`src/rtl/btn_cmd_pkg.sv`:
```
// -----------------------------------------------------------------------------
// btn_cmd_pkg
// Shared definitions for the push-button command front end:
//   - btn_cmd_t  : 2-bit command code carried on the cmd bus
//   - BTN_*      : bit index of each button in the {R,L,D,U} vectors
//   - prio_cmd   : picks the highest-priority pending button
// The button index of each button equals the code of the command it issues,
// so a command code also selects its own pending bit.
// -----------------------------------------------------------------------------
package btn_cmd_pkg;

   typedef enum logic [1:0] {
      CMD_UP    = 2'd0,
      CMD_DOWN  = 2'd1,
      CMD_LOAD  = 2'd2,
      CMD_CLEAR = 2'd3
   } btn_cmd_t;

   localparam int NUM_BTN = 4;
   localparam int BTN_U   = 0;
   localparam int BTN_D   = 1;
   localparam int BTN_L   = 2;
   localparam int BTN_R   = 3;

   // Service order, highest first: CLEAR > LOAD > UP > DOWN.
   // With nothing pending the result is CMD_DOWN; callers gate on |pend.
   function automatic btn_cmd_t prio_cmd(input logic [NUM_BTN-1:0] pend);
      btn_cmd_t pick;
      pick = CMD_DOWN;
      if (pend[BTN_R]) begin
         pick = CMD_CLEAR;
      end else if (pend[BTN_L]) begin
         pick = CMD_LOAD;
      end else if (pend[BTN_U]) begin
         pick = CMD_UP;
      end
      return pick;
   endfunction

   // One-hot pending mask for a command code.
   function automatic logic [NUM_BTN-1:0] cmd_mask(input btn_cmd_t c);
      logic [NUM_BTN-1:0] m;
      m = '0;
      m[c] = 1'b1;
      return m;
   endfunction

endpackage

```
`src/rtl/btn_cmd_front_debounce.sv`:
```
// -----------------------------------------------------------------------------
// btn_debounce
// One button's input path: two-flop synchronizer, debounce counter, stable
// level and a one-cycle press pulse on the rising edge of the stable level.
//
// Ports:
//   clk      in   clock
//   rst_n    in   synchronous active-low reset
//   btn_raw  in   raw asynchronous button pin
//   level    out  debounced stable level
//   press    out  high for one cycle after level rises
//
// A new level is accepted only after the synced input has differed from the
// stable level for 2^DEBOUNCE_W consecutive cycles; any cycle of agreement
// restarts the count, so shorter glitches never reach the stable level.
// -----------------------------------------------------------------------------
module btn_debounce #(
   parameter int DEBOUNCE_W = 20
) (
   input  logic clk,
   input  logic rst_n,
   input  logic btn_raw,
   output logic level,
   output logic press
);

   logic                  sync1;
   logic                  sync2;
   logic                  stable;
   logic                  stable_q;
   logic [DEBOUNCE_W-1:0] cnt;

   // Synchronizer, debounce counter and the delayed copy of the stable level
   // used for edge detection.
   always_ff @(posedge clk) begin
      if (!rst_n) begin
         sync1    <= 1'b0;
         sync2    <= 1'b0;
         stable   <= 1'b0;
         stable_q <= 1'b0;
         cnt      <= '0;
      end else begin
         sync1    <= btn_raw;
         sync2    <= sync1;
         stable_q <= stable;
         if (sync2 == stable) begin
            cnt <= '0;
         end else if (cnt == '1) begin
            stable <= sync2;
            cnt    <= '0;
         end else begin
            cnt <= cnt + 1'b1;
         end
      end
   end

   assign level = stable;
   assign press = stable & ~stable_q;

endmodule

```
`src/rtl/btn_cmd_front.sv`:
```
// -----------------------------------------------------------------------------
// btn_cmd_front
// Button front end for the up/down counter: debounces BTNU/BTND/BTNL/BTNR and
// turns each press into one command on a valid/ready interface.
//
// Ports:
//   clk        in   clock
//   rst_n      in   synchronous active-low reset
//   BTNU/D/L/R in   raw buttons (up, down, load, clear)
//   load       in   8-bit switch value sent with CMD_LOAD
//   cmd_valid  out  command available
//   cmd_ready  in   consumer accepts on an edge where cmd_valid is high
//   cmd        out  command code (btn_cmd_pkg::btn_cmd_t)
//   cmd_data   out  load value for CMD_LOAD, 0 otherwise
//   btn_level  out  debounced levels {R,L,D,U}
//   overrun    out  sticky: a press arrived while its button was still pending
//
// Optional feature: define BTN_AUTOREPEAT_EN to make held UP/DOWN buttons
// re-issue their command every 2^REPEAT_W cycles. Without it REPEAT_W has no
// effect and no repeat logic exists.
// -----------------------------------------------------------------------------
module btn_cmd_front
   import btn_cmd_pkg::*;
#(
   parameter int DEBOUNCE_W = 20,
   parameter int REPEAT_W   = 24
) (
   input  logic       clk,
   input  logic       rst_n,
   input  logic       BTNU,
   input  logic       BTND,
   input  logic       BTNL,
   input  logic       BTNR,
   input  logic [7:0] load,
   output logic       cmd_valid,
   input  logic       cmd_ready,
   output logic [1:0] cmd,
   output logic [7:0] cmd_data,
   output logic [3:0] btn_level,
   output logic       overrun
);

   if (DEBOUNCE_W < 1 || REPEAT_W < 1) begin : g_param_check
      $error("btn_cmd_front: DEBOUNCE_W and REPEAT_W must be at least 1");
   end

   logic [NUM_BTN-1:0] btn_raw;
   logic [NUM_BTN-1:0] level;
   logic [NUM_BTN-1:0] press_evt;
   logic [NUM_BTN-1:0] rep_evt;
   logic [NUM_BTN-1:0] pending;
   logic [NUM_BTN-1:0] served;
   btn_cmd_t           grant_cmd;
   btn_cmd_t           cmd_q;
   logic               load_en;
   logic               serve;

   assign btn_raw = {BTNR, BTNL, BTND, BTNU};

   for (genvar i = 0; i < NUM_BTN; i++) begin : g_btn
      btn_debounce #(
         .DEBOUNCE_W (DEBOUNCE_W)
      ) u_debounce (
         .clk     (clk),
         .rst_n   (rst_n),
         .btn_raw (btn_raw[i]),
         .level   (level[i]),
         .press   (press_evt[i])
      );
   end

`ifdef BTN_AUTOREPEAT_EN
   // Auto-repeat for UP and DOWN only. The counter is zero on the press cycle
   // and fires when it reaches all-ones, i.e. every 2^REPEAT_W cycles after
   // the press while the stable level stays high; release clears it.
   for (genvar r = BTN_U; r <= BTN_D; r++) begin : g_repeat
      logic [REPEAT_W-1:0] rep_cnt;

      always_ff @(posedge clk) begin
         if (!rst_n || !level[r] || press_evt[r]) begin
            rep_cnt <= '0;
         end else begin
            rep_cnt <= rep_cnt + 1'b1;
         end
      end

      assign rep_evt[r] = level[r] & ~press_evt[r] & (rep_cnt == '1);
   end
   assign rep_evt[BTN_R:BTN_L] = '0;
`else
   assign rep_evt = '0;
`endif

   // Arbiter: the output register refills when empty or being accepted, and
   // takes the highest-priority pending button.
   always_comb begin
      load_en   = !cmd_valid || cmd_ready;
      grant_cmd = prio_cmd(pending);
      serve     = load_en && (pending != '0);
      served    = '0;
      if (serve) begin
         served = cmd_mask(grant_cmd);
      end
   end

   // Pending bits: a press on a button being served on the same edge keeps
   // the bit set and is not an overrun. Repeat events never raise overrun.
   always_ff @(posedge clk) begin
      if (!rst_n) begin
         pending <= '0;
         overrun <= 1'b0;
      end else begin
         pending <= (pending & ~served) | press_evt | rep_evt;
         if ((press_evt & pending & ~served) != '0) begin
            overrun <= 1'b1;
         end
      end
   end

   // Output register: holds cmd/cmd_data/cmd_valid until accepted. LOAD
   // captures the switches at serve time, not at press time.
   always_ff @(posedge clk) begin
      if (!rst_n) begin
         cmd_valid <= 1'b0;
         cmd_q     <= CMD_UP;
         cmd_data  <= 8'h00;
      end else if (load_en) begin
         cmd_valid <= serve;
         if (serve) begin
            cmd_q    <= grant_cmd;
            cmd_data <= (grant_cmd == CMD_LOAD) ? load : 8'h00;
         end
      end
   end

   assign cmd       = cmd_q;
   assign btn_level = level;

endmodule

```
`config.mk`:
```
export PLATFORM = sky130hd
export DESIGN_NAME = btn_cmd_front
export DESIGN_NICKNAME = d
export VERILOG_FILES = /design/src/rtl/btn_cmd_pkg.sv /design/src/rtl/btn_cmd_front_debounce.sv /design/src/rtl/btn_cmd_front.sv
export SDC_FILE = /design/constraint.sdc
export NUM_CORES = 1
export LEC_CHECK = 0
export CAP_MARGIN = 10
export CORE_ASPECT_RATIO = 1.4
export CORE_MARGIN = 2
export CORE_UTILIZATION = 45
export CTS_CLUSTER_DIAMETER = 40
export DETAILED_ROUTE_END_ITERATION = 16
export PLACE_DENSITY = 0.62
export SLEW_MARGIN = 20
export SYNTH_ARGS = -nofsm -noshare
export SYNTH_HDL_FRONTEND = slang
export SYNTH_SLANG_ARGS = --single-unit
```
`constraint.sdc`:
```
create_clock -name clk -period 2.4 [get_ports clk]
set_clock_uncertainty 0.2 [all_clocks]
set_input_delay 0.48 -clock clk [delete_from_list [all_inputs] [get_ports clk]]
set_output_delay 0.48 -clock clk [all_outputs]
set_load 0.05 [all_outputs]
```
---- Yosys cells after proc, flatten, opt, wreduce, memory -nomap -nowiden ----
Cells that the tools add are included.
cells by class
  add/sub/neg operators ................... 4
  bitwise logic cells ..................... 18
  mux-type cells .......................... 7
  equality and inequality tests ........... 9
  reductions and logical operators ........ 15
  order comparisons ....................... 2
operators with widths
  operator                                                           count
  adder 20 x 1 -> 20 bit, second input constant                      4
  equality test 20 bit, second input constant                        4
  bitwise AND 4 bit                                                  3
  OR reduction 3 bit                                                 4
  AND reduction 2 bit                                                5
  inverter 1 bit                                                     9
  two-way mux 8 bit                                                  1
  nonzero test 4 bit                                                 2
  bitwise AND 1 bit                                                  4
  equality test 1 bit                                                4
  two-way mux 2 bit                                                  2
  two-way mux 4 bit                                                  1
  inverter 4 bit                                                     1
  OR 4 bit                                                           1
  < comparator 2 x 3 -> 1 bit, second input constant                 1
  demux 1 bit (select 2 bit)                                         1
  equality test 2 bit, second input constant                         1
  greater-or-equal comparator 2 x 1 -> 1 bit, second input constant  1
  logical AND 1 bit                                                  2
  two-way mux 1 bit                                                  2
  logical NOT 1 bit                                                  1
  logical OR 1 bit                                                   1
storage, ports and cells
  output and inout bits ................... 16
  word-level logic and storage cells ...... 80
  register bits ........................... 112

---- Longest topological paths before layout ----
Gate-level depths: netlist of the first run.
  word-level depth ........................ 11
  depth in mapped cells ................... 7

---- By module ----
Synthesis of the first run repeated with hierarchy kept, for this count alone.
second synthesis, totals
  cells, all modules ...................... 542
  area total of the unflattened synthesis .. 4926.0 um^2
modules (own cells, without submodules)
  module         instances  cells an instance  area an instance (um^2)
  btn_debounce   4          117                1062.3
  btn_cmd_front  1          74                 676.9

---- Worst setup path after synthesis of the first run ----
Ideal clock, no wire load.
  path type ............................... flip-flop to flip-flop
  from .................................... register g_btn[3].u_debounce.cnt[0]
  to ...................................... register g_btn[3].u_debounce.cnt[12]
  setup time .............................. 0.115 ns
  stages on the path, launching flop included .. 8
  clock period less this slack ............ 2.048 ns
  slack ................................... 0.352 ns
  arrival ................................. 1.733 ns
  buffers on the path ..................... 2
  path through ............................ dfxtp_1 -> ha_1 -> nand4_2 -> or4_1 -> buf_2 -> o21bai_4 -> buf_4 -> nor2_1
between the ends
  word-level cells in the longest chain between the ends .. 2
  elaborated cells on any way between the ends .. 3
  those cells by class .................... add/sub: 1; eq/ne: 1; reduce/logical: 1
RTL lines
  item                                                            line                          text
  from (decl)                                                     btn_cmd_front_debounce.sv:31  logic [DEBOUNCE_W-1:0] cnt;
  from (signal assigned)                                          btn_cmd_front_debounce.sv:52  cnt <= cnt + 1'b1;
  branches (longest 2 deep; another with adder 20 x 1 -> 20 bit)  n/a
Several ways; the timed one is not identified.
A chain may end at the register's enable or synchronous reset.

---- Final worst setup path of the first run ----
  from .................................... register g_btn[1].u_debounce.stable
  to ...................................... output btn_level[1]
RTL lines
  item                    line                          text
  from (decl)             btn_cmd_front_debounce.sv:29  logic stable;
  from (signal assigned)  btn_cmd_front_debounce.sv:49  stable <= sync2;
  to (decl)               btn_cmd_front.sv:39           output logic [3:0] btn_level,
No word-level cell between the ends.

==> results.py, run 1 <==
metrics = {
    "run_status": {
        "status": "completed",
    },
    "synthesis": {
        "synth_area_per_cell_um2": 9.023,
        "yosysWarnings": 0,
        "synth-seq-cells": 112,
        "yosys.area_share.simple_pct": 27.18,
        "syn_area_mm2": 0.004737,
        "synth-compound-area-share_pct": 9.588,
        "async_reset_ff_share_pct": 0,
        "synth_ff_type": "dfxtp_1",
        "netlist_instances": 525,
        "synth_edf_count": 0,
        "synth-xor-area-share_pct": 10.54,
        "syn_nets": 544,
        "synth.area.mux_share_pct": 0.4226,
        "synth_cell_types": 47,
        "synth-adder-area-share_pct": 1.057,
        "synth_top_family_by_area": "simple AND/OR/NAND/NOR gates",
        "ys_seq_area_share_pct": 47.33,
    },
    "clock_network": {
        "cts_setup_buffers": 0,
        "root_buffer": "clkbuf_16",
        "ctsResizeCount": 0,
        "tritoncts": "done",
        "cts_max_path_buffers": 2,
        "clock_latency_ns": 0.35,
        "clock-sinks": 112,
        "htree_levels": 3,
        "ctsHoldBuffers": 0,
        "numCtsBuffers": 9,
        "clk_pin_slew_ns": 0.07,
    },
    "timing": {
        "hold_viol": 0,
        "finalSetupViolCount": 0,
        "grt_setup_unrepaired": "no",
        "setup_ws_ns": 0.1183,
        "slew_headroom_pct": 41.09,
        "holdWs_ns": 0.2372,
        "tightest_slew_ns": 0.8818,
        "slew_violations": 0,
        "min_period_ns": 2.282,
        "post-route-period-util_pct": 95.07,
        "clock.fmax_mhz": 438.3,
        "final.setup.tns_ns": 0,
    },
    "critical_path": {
        "cp.buffers_inverters": 1,
        "worstSetupPathType": "flip-flop to output port",
        "cp-start-kind": "flip-flop",
        "path_cells": "clkdlybuf4s50_1",
        "crit_arrival_ns": 1.60,
        "crit_family": "buffers and inverters",
        "required_ns": 1.72,
        "slowest_delay_ns": 0.84,
        "path_max_fanout": 4,
        "crit_path_top_delay_cell": "clkdlybuf4s50_1",
        "cp-end-kind": "output port",
    },
    "detailed_routing": {
        "post_drt_wl_per_cell_um": 12.41,
        "antenna_left": 0,
        "dr_total_vias": 3578,
        "firstDrtPassIters": 4,
        "viasPerCell": 5.126,
        "drt_wl_total_um": 8659,
        "drc": 0,
        "drtIter0Drc": 123,
    },
    "power_and_ir_drop": {
        "combPwrFrac_pct": 1.7,
        "peakVddDrop_uv": 351.9,
        "p_seq_share_pct": 53.5,
        "power.density_mw_per_mm2": 636.3,
        "pwr-share-clk_pct": 44.8,
        "power_w": 0.003494,
        "p_int_w": 0.002816,
        "switchingPower_w": 0.0006787,
        "p_leak_nw": 1.733,
        "swShare_pct": 19.42,
    },
    "floorplanning": {
        "die_w_um": 90.71,
        "dieArea_mm2": 0.01137,
        "die_y_um": 125.4,
        "rows": 44,
        "core_mm2": 0.01029,
        "io_pins": 31,
        "start_util_pct": 46.01,
    },
    "final_layout": {
        "drive_above_1_share_pct": 6.607,
        "diodes": 0,
        "mostFrequentLayoutCell": "dfxtp_1",
        "syn_to_final_growth_pct": 15.93,
        "final_cells": 698,
        "layout_common_cells": "112 x dfxtp_1, 68 x nor2_1, 34 x nand2_1",
        "finalNetCount": 574,
    },
    "hold_path": {
        "hp-class": "flip-flop to flip-flop",
    },
    "placed_design": {
        "dpl.hpwl_um": 6244,
        "portBuffers": 30,
        "placed_cells": 682,
        "dp_slack_ns": -0.02262,
        "gp_congestion": 0.7630,
    },
    "global_route": {
        "grt_pass1_vias": 3490,
        "antenna_found_initial": 0,
        "grt_pass1_wl_um": 15220,
        "grt.total_usage_pct": 16.17,
        "grt_max_degree": 21,
        "grt_overflow": 0,
    },
    "flow_run": {
        "cap_violations": 0,
    },
}
==> path summary, 6_finish.rpt <==
| path | slack (ns) | startpoint | endpoint | depth (start not counted) |
|---|---|---|---|---|
| setup / recovery | 0.12 | g_btn[1].u_debounce.level | btn_level[1] | 1 |
| setup reg to reg | 0.23 | g_btn[3].u_debounce.cnt[0] | g_btn[3].u_debounce.cnt[11] | 5 |
| hold / removal | 0.24 | g_btn[2].u_debounce.sync1 | g_btn[2].u_debounce.sync2 | 1 |
| hold reg to reg | 0.24 | g_btn[2].u_debounce.sync1 | g_btn[2].u_debounce.sync2 | 1 |
==> cells by family after synthesis <==
group	Yosys count
AND/OR/NAND/NOR	242
flip-flops	112
AO/OA/AOI/OAI	68
XOR/XNOR	57
buffers and inverters	40
adder cells (fa/ha/maj)	4
multiplexers	2
==> metrics by stage <==
step                util, %  cell area [um^2]
global route          53.34              5492
floorplan                 -              4737
CTS                   53.34              5492
finish                53.34              5492
detailed placement    50.29              5177
global placement      50.29              5177
==> power by group through the flow <==
stage	logic [W]	clock network, W	registers (W)
after global placement	0.0000615	0	0.00191
after detailed placement	0.0000615	0	0.00191
after floorplan	0.0000301	0	0.00191
after CTS	0.0000617	0.00162	0.00187
after global routing	0.0000672	0.00170	0.00187
final	0.0000607	0.00156	0.00187
==> sequential cells by signal (all words and copies together) (netlist names) <==
register / cells
g_btn.u_debounce.cnt: 80
cmd_data: 8
g_btn.u_debounce.level: 4
g_btn.u_debounce.stable_q: 4
g_btn.u_debounce.sync1: 4
g_btn.u_debounce.sync2: 4
pending: 4
cmd: 2
cmd_valid: 1
overrun: 1
==> worst reg2reg max path: cells and delay by family, from the launching register on <==
kind / cells / cell delay, ns
compound gates: 1 / 0.39
simple gates: 3 / 0.85
flops: 1 / 0.37
fa+ha+maj: 1 / 0.24
==> synth_stat cells (all sizes together), types with 9 or more instances <==
cell / number / area (um^2)
a21oi: 18 / 90.09
and2: 13 / 81.33
and4: 9 / 80.08
buf: 13 / 82.58
clkbuf: 10 / 37.54
dfxtp: 112 / 2242
inv: 17 / 63.81
nand2: 34 / 127.6
nand3: 28 / 150.1
nand4: 24 / 162.7
nor2: 68 / 255.2
nor2b: 11 / 68.82
nor3: 12 / 60.06
nor4: 9 / 71.32
o21ai: 16 / 80.08
or3: 13 / 81.33
xnor2: 27 / 236.5
xor2: 30 / 262.8
==> metal layers <==
metal | global-route usage [%] | wire length [um] | vias to the layer above
met2 | 29.63 | 4536 | 20
met3 | 3.976 | 179 | 10
met5 | 0 | 0 | -
li1 | - | - | 1878
met1 | 17.66 | 3789 | 1670
met4 | 6.516 | 153 | 0
==> final cells by class <==
cell class,instances,area [um^2]
Clock inverter,5,81.33
Inverter,17,63.81
Tap cell,138,172.7
Multi-Input combinational cell,373,2311
Timing Repair Buffer,42,387.9
Fill cell,971,4803
Clock buffer,11,232.7
Sequential cell,112,2242
(Power assumes the default switching activity.)
==> inputs of run 2 (changes only) <==
--- a/config.mk
+++ b/config.mk
@@ -11,6 +11,7 @@
 export CORE_UTILIZATION = 45
 export CTS_CLUSTER_DIAMETER = 40
 export DETAILED_ROUTE_END_ITERATION = 16
+export GPL_ROUTABILITY_DRIVEN = 0
 export PLACE_DENSITY = 0.62
 export SLEW_MARGIN = 20
 export SYNTH_ARGS = -nofsm -noshare
==> results of run 2 <==
The final DEF is identical to that of run 1; final timing and power are the same.
==> inputs of run 3 (changes only) <==
--- a/config.mk
+++ b/config.mk
@@ -12,7 +12,9 @@
 export CTS_CLUSTER_DIAMETER = 40
 export DETAILED_ROUTE_END_ITERATION = 16
 export GPL_ROUTABILITY_DRIVEN = 0
+export MAX_ROUTING_LAYER = met4
 export PLACE_DENSITY = 0.62
+export SETUP_SLACK_MARGIN = 0.3
 export SLEW_MARGIN = 20
 export SYNTH_ARGS = -nofsm -noshare
 export SYNTH_HDL_FRONTEND = slang
==> run 3 against run 2 <==
Against the previous run:
- routed wire length up 2.2%
- worst hold slack worse by 0.0012 ns
- cell area grew 1.0%
- register-to-register slack better by 0.12 ns
==> results.py, run 3 (same netlist as run 1, synthesis figures left out) <==
metrics = {
    "floorplanning": {
        "dieArea_mm2": 0.01137,
        "io_pins": 31,
        "die_w_um": 90.71,
        "core_mm2": 0.01029,
        "rows": 44,
        "die_y_um": 125.4,
        "start_util_pct": 46.01,
    },
    "critical_path": {
        "crit_arrival_ns": 2.09,
        "cp-end-kind": "flip-flop",
        "cp-start-kind": "flip-flop",
        "required_ns": 2.45,
        "path_max_fanout": 6,
        "worstSetupPathType": "flip-flop to flip-flop",
        "r2r.worst_path.cells": 6,
    },
    "timing": {
        "finalSetupViolCount": 0,
        "clock.fmax_mhz": 488.5,
        "slew_headroom_pct": 64.86,
        "setup_ws_ns": 0.3529,
        "grt_setup_unrepaired": "yes",
        "slew_violations": 0,
        "min_period_ns": 2.047,
        "tightest_slew_ns": 0.5292,
        "hold_viol": 0,
        "post-route-period-util_pct": 85.29,
    },
    "detailed_routing": {
        "drt_wl_total_um": 8847,
        "viasPerCell": 5.170,
        "drc": 0,
        "firstDrtPassIters": 4,
        "dr_total_vias": 3624,
        "antenna_left": 0,
        "post_drt_wl_per_cell_um": 12.62,
        "drtIter0Drc": 109,
    },
    "final_layout": {
        "largest_reg_flops": 80,
        "layout_common_cells": "111 x dfxtp_1, 68 x nor2_1, 34 x nand2_1",
        "diodes": 0,
        "reg_top3": "g_btn.u_debounce.cnt (80), cmd_data (8)",
        "fill_cells": 970,
        "regArea_mm2": 0.002243,
        "syn_to_final_growth_pct": 17.12,
        "finish.utilization_pct": 53.89,
        "finalNetCount": 577,
        "mostFrequentLayoutCell": "dfxtp_1",
        "multi_input_area_mm2": 0.002350,
        "regMostFlops": "g_btn.u_debounce.cnt",
        "design_area_mm2": 0.005548,
        "drive_above_1_share_pct": 8.348,
        "final_cells": 701,
    },
    "hold_path": {
        "whs_path_depth": 1,
        "hp-class": "flip-flop to flip-flop",
    },
    "clock_network": {
        "clock-sinks": 112,
        "numCtsBuffers": 9,
        "clock_latency_ns": 0.35,
        "cts_max_path_buffers": 2,
        "htree_levels": 3,
        "tritoncts": "done",
        "ctsHoldBuffers": 0,
        "root_buffer": "clkbuf_16",
        "clk_pin_slew_ns": 0.07,
    },
    "global_route": {
        "grt_overflow": 0,
        "grt_pass1_wl_um": 15260,
        "grt_max_degree": 21,
        "grt_pass1_vias": 3502,
        "grt.total_usage_pct": 16.69,
        "antenna_found_initial": 0,
    },
    "power_and_ir_drop": {
        "peakVddDrop_uv": 351.2,
        "p_leak_nw": 1.834,
        "power.density_mw_per_mm2": 630.3,
        "power_w": 0.003497,
    },
    "placed_design": {
        "placed_area_mm2": 0.005177,
        "placed_cells": 682,
        "dp_slack_ns": -0.02262,
        "portBuffers": 30,
        "dpl.hpwl_um": 6244,
    },
    "run_status": {
        "status": "completed",
    },
    "flow_run": {
        "cap_violations": 0,
    },
}
## run 3: final timing paths
check	from	endpoint	slack, ns
min	g_btn[3].u_debounce.sync1	g_btn[3].u_debounce.sync2	0.24
max reg2reg	g_btn[2].u_debounce.cnt[0]	g_btn[2].u_debounce.cnt[8]	0.35
max	g_btn[2].u_debounce.cnt[0]	g_btn[2].u_debounce.cnt[8]	0.35
min reg2reg	g_btn[3].u_debounce.sync1	g_btn[3].u_debounce.sync2	0.24
## run 3: metal layers
| metal | vias up | routed length, um | track usage (%) |
|---|---|---|---|
| li1 | 1885 | - | - |
| met1 | 1704 | 3838 | 17.85 |
| met2 | 24 | 4661 | 29.72 |
| met3 | 11 | 195 | 3.795 |
| met4 | 0 | 151 | 6.425 |
| met5 | - | 0 | - |
## run 3: cell type report
class | instances | share of cell area [%]
sequential | 112 | 40.44
clock buffer | 11 | 4.195
timing repair buffer | 45 | 7.285
multi-input combinational | 373 | 42.35
tap | 138 | 3.112
clock inverter | 5 | 1.466
inverter | 17 | 1.150
## run 3: worst max-delay path, cell delays in order (launching register included)
cell	delay (ns)
dfxtp_1	0.37
ha_1	0.21
nand3_1	0.16
or4_4	0.60
o21bai_2	0.17
buf_4	0.18
nor2_1	0.05
## run 3: stage by stage
stage	hold slack [ns]	TNS, ns
floorplan	0.2119	0
global placement	0.2176	0
detailed placement	0.2223	-0.03615
CTS	0.2384	0
global route	0.2541	0
finish	0.2360	0
## run 3: repair_timing
action                     in CTS  in global routing
resized for setup              17                  9
pin swaps                       1                  1
setup endpoints to repair      37                 40
gates cloned                    0                  1
setup buffers                   1                  1
## run 3: where the power goes
part | switching, W | leakage, nW | internal (W)
clock network | 0.000647 | 0.150 | 0.000916
logic | 0.0000271 | 0.780 | 0.0000375
registers | 0.00000459 | 0.904 | 0.00187
total | 0.000678 | 1.83 | 0.00282
